## src/rtl/ac_sweep_sequencer.sv

```systemverilog
// AC frequency-sweep sequencer: steps a stimulus frequency, waits for settling, averages ADC magnitudes, emits one result per point.
// Optional PEAK_TRACK_EN macro adds peak_freq/peak_mag tracking of the largest result in the sweep.
module ac_sweep_sequencer #(
  parameter int FW = 24,
  parameter int DW = 16
) (
  input  logic          clk,
  input  logic          rst_n,
  input  logic          start,
  input  logic          abort,
  input  logic [FW-1:0] f_start,
  input  logic [FW-1:0] f_step,
  input  logic [9:0]    n_points,
  input  logic [15:0]   settle_cycles,
  input  logic [2:0]    avg_log2,
  output logic [FW-1:0] freq_word,
  output logic          freq_load,
  output logic          adc_req,
  input  logic          adc_ack,
  input  logic [DW-1:0] adc_data,
  output logic          res_valid,
  input  logic          res_ready,
  output logic [FW-1:0] res_freq,
  output logic [DW-1:0] res_mag,
  output logic          busy,
`ifdef PEAK_TRACK_EN
  output logic [FW-1:0] peak_freq,
  output logic [DW-1:0] peak_mag,
`endif
  output logic          done
);

  localparam int AW = DW + 7;

  typedef enum logic [2:0] {IDLE, SETTLE, SAMPLE, EMIT, DONE} state_t;

  state_t        state, state_d;
  logic [FW-1:0] step_q, step_d;
  logic [9:0]    npts_q, npts_d;
  logic [15:0]   settle_q, settle_d;
  logic [2:0]    avg_q, avg_d;
  logic [9:0]    idx_q, idx_d;
  logic [15:0]   cnt_q, cnt_d;
  logic [AW-1:0] acc_q, acc_d, acc_sum;
  logic [7:0]    scnt_q, scnt_d, avg_n;
  logic [FW-1:0] freq_word_d, res_freq_d;
  logic [DW-1:0] res_mag_d;
  logic          freq_load_d, adc_req_d, res_valid_d, done_d;
`ifdef PEAK_TRACK_EN
  logic [FW-1:0] peak_freq_d;
  logic [DW-1:0] peak_mag_d;
`endif

  assign busy    = (state != IDLE);
  assign acc_sum = acc_q + AW'(adc_data);
  assign avg_n   = 8'd1 << avg_q;

  // Both handshakes (adc_req/adc_ack, res_valid/res_ready) transfer on a rising edge where
  // both signals are high; valid/req never drop before the transfer unless abort or reset hits.
  always_comb begin
    state_d     = state;
    step_d      = step_q;
    npts_d      = npts_q;
    settle_d    = settle_q;
    avg_d       = avg_q;
    idx_d       = idx_q;
    cnt_d       = cnt_q;
    acc_d       = acc_q;
    scnt_d      = scnt_q;
    freq_word_d = freq_word;
    res_freq_d  = res_freq;
    res_mag_d   = res_mag;
    freq_load_d = 1'b0;
    adc_req_d   = adc_req;
    res_valid_d = res_valid;
    done_d      = 1'b0;
`ifdef PEAK_TRACK_EN
    peak_freq_d = peak_freq;
    peak_mag_d  = peak_mag;
`endif
    if (abort) begin
      state_d     = IDLE;
      adc_req_d   = 1'b0;
      res_valid_d = 1'b0;
    end else begin
      case (state)
        IDLE: begin
          if (start) begin
`ifdef PEAK_TRACK_EN
            peak_freq_d = '0;
            peak_mag_d  = '0;
`endif
            if (n_points != 10'd0) begin
              step_d      = f_step;
              npts_d      = n_points;
              settle_d    = settle_cycles;
              avg_d       = avg_log2;
              freq_word_d = f_start;
              freq_load_d = 1'b1;
              idx_d       = '0;
              cnt_d       = settle_cycles;
              state_d     = SETTLE;
            end else begin
              done_d  = 1'b1;
              state_d = DONE;
            end
          end
        end
        SETTLE: begin
          if (cnt_q == 16'd0) begin
            adc_req_d = 1'b1;
            acc_d     = '0;
            scnt_d    = '0;
            state_d   = SAMPLE;
          end else begin
            cnt_d = cnt_q - 16'd1;
          end
        end
        SAMPLE: begin
          if (adc_req && adc_ack) begin
            acc_d  = acc_sum;
            scnt_d = scnt_q + 8'd1;
            if (scnt_q + 8'd1 == avg_n) begin
              res_mag_d   = DW'(acc_sum >> avg_q);
              res_freq_d  = freq_word;
              adc_req_d   = 1'b0;
              res_valid_d = 1'b1;
              state_d     = EMIT;
            end
          end
        end
        EMIT: begin
          if (res_valid && res_ready) begin
            res_valid_d = 1'b0;
`ifdef PEAK_TRACK_EN
            if (res_mag > peak_mag) begin
              peak_mag_d  = res_mag;
              peak_freq_d = res_freq;
            end
`endif
            if (idx_q == npts_q - 10'd1) begin
              done_d  = 1'b1;
              state_d = DONE;
            end else begin
              freq_word_d = freq_word + step_q;
              freq_load_d = 1'b1;
              idx_d       = idx_q + 10'd1;
              cnt_d       = settle_q;
              state_d     = SETTLE;
            end
          end
        end
        DONE:    state_d = IDLE;
        default: state_d = IDLE;
      endcase
    end
  end

  always_ff @(posedge clk or negedge rst_n) begin
    if (!rst_n) begin
      state     <= IDLE;
      step_q    <= '0;
      npts_q    <= '0;
      settle_q  <= '0;
      avg_q     <= '0;
      idx_q     <= '0;
      cnt_q     <= '0;
      acc_q     <= '0;
      scnt_q    <= '0;
      freq_word <= '0;
      freq_load <= 1'b0;
      adc_req   <= 1'b0;
      res_valid <= 1'b0;
      res_freq  <= '0;
      res_mag   <= '0;
      done      <= 1'b0;
`ifdef PEAK_TRACK_EN
      peak_freq <= '0;
      peak_mag  <= '0;
`endif
    end else begin
      state     <= state_d;
      step_q    <= step_d;
      npts_q    <= npts_d;
      settle_q  <= settle_d;
      avg_q     <= avg_d;
      idx_q     <= idx_d;
      cnt_q     <= cnt_d;
      acc_q     <= acc_d;
      scnt_q    <= scnt_d;
      freq_word <= freq_word_d;
      freq_load <= freq_load_d;
      adc_req   <= adc_req_d;
      res_valid <= res_valid_d;
      res_freq  <= res_freq_d;
      res_mag   <= res_mag_d;
      done      <= done_d;
`ifdef PEAK_TRACK_EN
      peak_freq <= peak_freq_d;
      peak_mag  <= peak_mag_d;
`endif
    end
  end

endmodule
```

## config.mk

```make
export PLATFORM = sky130hd
export DESIGN_NAME = ac_sweep_sequencer
export DESIGN_NICKNAME = d
export VERILOG_FILES = /design/src/rtl/ac_sweep_sequencer.sv
export SDC_FILE = /design/constraint.sdc
export NUM_CORES = 1
export LEC_CHECK = 0
export CAP_MARGIN = 10
export CELL_PAD_IN_SITES_DETAIL_PLACEMENT = 1
export CELL_PAD_IN_SITES_GLOBAL_PLACEMENT = 2
export CORE_MARGIN = 1
export CORE_UTILIZATION = 34
export DETAILED_ROUTE_END_ITERATION = 7
export GPL_ROUTABILITY_DRIVEN = 0
export PLACE_DENSITY_LB_ADDON = 0.1
export REMOVE_ABC_BUFFERS = 1
export SLEW_MARGIN = 25
export SYNTH_ARGS = -nofsm -noshare
export SYNTH_HDL_FRONTEND = slang
export SYNTH_SLANG_ARGS = --single-unit
```

## constraint.sdc

```tcl
create_clock -name clk -period 3.32 [get_ports clk]
set_clock_uncertainty 0.1 [all_clocks]
set_input_delay 0.664 -clock clk [delete_from_list [all_inputs] [get_ports clk]]
set_output_delay 0.664 -clock clk [all_outputs]
set_load 0.01 [all_outputs]
```

==> results of run 1 <==
## worst max path at each step
stage	to	slack [ns]
after global routing	freq_word[22]	0.005
after detailed placement	res_mag[6]	-0.60
after floorplan	freq_word[23]	-3.62
after CTS	res_mag[6]	0.002
after global placement	res_mag[6]	-0.54
final	res_mag[6]	0.11
## cell families (layout without fill, tap and decap cells)
| logic type | Yosys count | after routing | synth area share |
|---|---|---|---|
| AO/OA/AOI/OAI | 347 | 347 | 0.198 |
| buffers and inverters | 91 | 320 | 0.0345 |
| AND/OR/NAND/NOR | 426 | 426 | 0.179 |
| XOR/XNOR | 62 | 62 | 0.0483 |
| flip-flops | 181 | 181 | 0.403 |
| other | 0 | 1 | 0 |
| multiplexers | 80 | 80 | 0.0847 |
| adder cells (fa/ha/maj) | 46 | 46 | 0.0526 |
## stage by stage
stage	area [µm²]	power, W	std cells	TNS [ns]
final	14700	0.0107	1905	0
after global routing	14700	0.0115	1904	0
after CTS	14600	0.0108	1899	0
after detailed placement	13900	0.00856	1866	-8.32
after global placement	13900	0.00846	1866	-7.27
after floorplan	10900	0.00677	1168	-185.01
## final cells by class
| class | count | area, µm² | area share |
|---|---|---|---|
| diodes | 1 | 2.50 | 0.000170 |
| clock buffers | 19 | 443 | 0.0301 |
| clock inverters | 12 | 156 | 0.0106 |
| inverters | 26 | 97.6 | 0.00663 |
| multi-input cells | 961 | 6500 | 0.441 |
| flip-flops and latches | 181 | 4530 | 0.307 |
| well taps | 442 | 553 | 0.0375 |
| repair buffers | 263 | 2450 | 0.166 |
## routing by layer
metal	vias to the layer above	routed length, µm
met3	23	1530
met4	4	383
met1	4890	16100
met2	151	17000
met5	-	30
li1	4882	-
## placed cells by master, fill, tap and decap left out, types with 24 or more instances in the layout
cell type / Yosys / layout
a21oi_1: 87 / 83
nand2_1: 168 / 168
xor2_1: 25 / 25
mux2_2: 51 / 51
nor2_1: 93 / 90
nor3_1: 25 / 24
o21ai_0: 76 / 76
dfrtp_1: 181 / 181
ha_1: 44 / 42
buf_4: 4 / 92
clkdlybuf4s50_1: 0 / 164
xnor2_1: 37 / 34
o21ai_1: 48 / 46
## registers in the layout (all words and copies together), names as in the netlist
signal	flops
freq_load	1
res_valid	1
acc_q	23
freq_word	24
settle_q	16
state	3
idx_q	10
res_freq	24
done	1
res_mag	16
step_q	24
scnt_q	8
adc_req	1
npts_q	10
cnt_q	16
avg_q	3
## what timing repair did
action | 4_1_cts | 5_1_grt
endpoints found under the setup margin | 5 | 16
gates resized for setup | 10 | 24
buffers inserted | 2 | 5
pin swaps | 6 | 13
hold buffers | 0 | 0
## power groups by stage
stage / registers [W] / clock network, W / logic [W]
floorplan: 0.00342 / 0 / 0.00335
global placement: 0.00340 / 0 / 0.00507
detailed placement: 0.00341 / 0 / 0.00515
CTS: 0.00338 / 0.00222 / 0.00520
global route: 0.00348 / 0.00229 / 0.00577
finish: 0.00337 / 0.00214 / 0.00516
==> flow_summary.json, run 1 <==
{
  "status": "complete, no violations",
  "slowest_delay_ns": 0.46,
  "first_global_vias": 10569,
  "peakVddDrop_uv": 416,
  "via_per_inst": 5.22,
  "drive_above_1_share": 0.166,
  "regToRegStartpoint": "freq_word[0]",
  "crit_start": "adc_data[6]",
  "grt_pass1_wl_um": 57000,
  "gr-usage-met1": 0.276,
  "path_class": "input pin to flip-flop",
  "synth.most_common_cell": "dfrtp_1",
  "synth.area.top_cells": "dfrtp_1, nand2_1, mux2_2, ha_1, a21oi_1",
  "synth_top_cell_by_area": "dfrtp_1",
  "drc_errors": 0,
  "r2r-end": "freq_word[20]",
  "crit_path_start_kind": "input pin",
  "grt_overflow": 0,
  "critPathSlowestCell": "clkdlybuf4s50_1",
  "finalHoldViolations": 0,
  "worstMarginPinSlew_ns": 0.658,
  "rsz0062_at_grt": "no",
  "r2r_setup_slack_ns": 0.21,
  "p_leak_nw": 6.43,
  "fp-row-count": 66,
  "ys.flop_type": "dfrtp_1",
  "grt_max_degree": 75,
  "drt-initial-drc-count": 385,
  "area_delta_synth_final_pct": 31.1,
  "antenna_found_initial": 3,
  "grtUsageTotal": 0.215,
  "ys_seq_area_frac": 0.403,
  "io_buffers": 167,
  "power_density_nw_per_um2": 724,
  "top_usage_layer": "met2",
  "clock-sinks": 181,
  "ys_ff_latch": 181,
  "fin_util": 0.453,
  "die_area_um2": 33800,
  "clockPowerShare": 0.200,
  "cts_max_level": 4,
  "synthTopCellsByCount": "dfrtp_1, nand2_1, nor2_1, a21oi_1, o21ai_0",
  "synth_edf_count": 0,
  "vias": 9950,
  "timing.final.crit_share": 0.966,
  "r2r_cells": 13,
  "place_hpwl_um": 26000,
  "numCtsBuffers": 17,
  "fillers": 3752,
  "clock_latency_ns": 0.46,
  "cp.buffers_inverters": 2,
  "nets": 1595,
  "met3_usage": 0.0479,
  "ys_warn_count": 0,
  "hp-class": "input pin to async pin",
  "setup_slack_ns": 0.112,
  "wl_per_cell_um": 18.4,
  "finalCriticalPeriod_ns": 3.21,
  "cp_top_family": "compound AO/OA/AOI/OAI gates",
  "slew_headroom": 0.557,
  "p_comb_frac": 0.484,
  "cp.required_ns": 3.60,
  "fin_hold_ws_ns": 0.138,
  "pwr-share-seq": 0.316,
  "clockBufferDepth": 2,
  "syn_inst": 1233,
  "clk_pin_slew_ns": 0.07,
  "critPathCaptureType": "flip-flop",
  "chipWidth_um": 184,
  "use_met2": 0.369,
  "synth.distinct_cells": 87,
  "drt-total-wl_um": 35000,
  "async_flop_share": 1.00,
  "yosysTopAreaCellShare": 0.403,
  "drv_slew": 0,
  "firstDrtPassIters": 5,
  "syn-cell-area_um2": 11200,
  "final-setup-viol-count": 0,
  "antenna_left": 0,
  "switching_share": 0.400,
  "drv_cap": 0,
  "p_switching_w": 0.00426,
  "path_depth": 11,
  "die_h_um": 184,
  "path_max_fanout": 4,
  "core_region_area_um2": 32500,
  "cts_tree": "built",
  "max_freq_mhz": 312,
  "cts_root_buffer": "clkbuf_16",
  "crit_chain": "clkdlybuf4s50_1 > ha_2 > a2111o_1 > o21ai_2 > a21oi_2 > a21o_1 > a211oi_4 > inv_2 > mux4_2 > or2_0 > a21oi_1",
  "syn_avg_cell_area_um2": 9.11,
  "cp.arrival_ns": 3.49,
  "start_util": 0.345,
  "intPower_w": 0.00640,
  "io_pins": 168,
  "dpl_worst_slack_ns": -0.601
}
Power figures use the tool's default switching activity.
==> inputs of run 2 (changes only) <==
--- a/config.mk
+++ b/config.mk
@@ -5,6 +5,7 @@
 export SDC_FILE = /design/constraint.sdc
 export NUM_CORES = 1
 export LEC_CHECK = 0
+export ABC_CLOCK_PERIOD_IN_PS = 3320
 export CAP_MARGIN = 10
 export CELL_PAD_IN_SITES_DETAIL_PLACEMENT = 1
 export CELL_PAD_IN_SITES_GLOBAL_PLACEMENT = 2
==> results of run 2 <==
No change in the layout: final DEF, timing and power equal those of run 1.
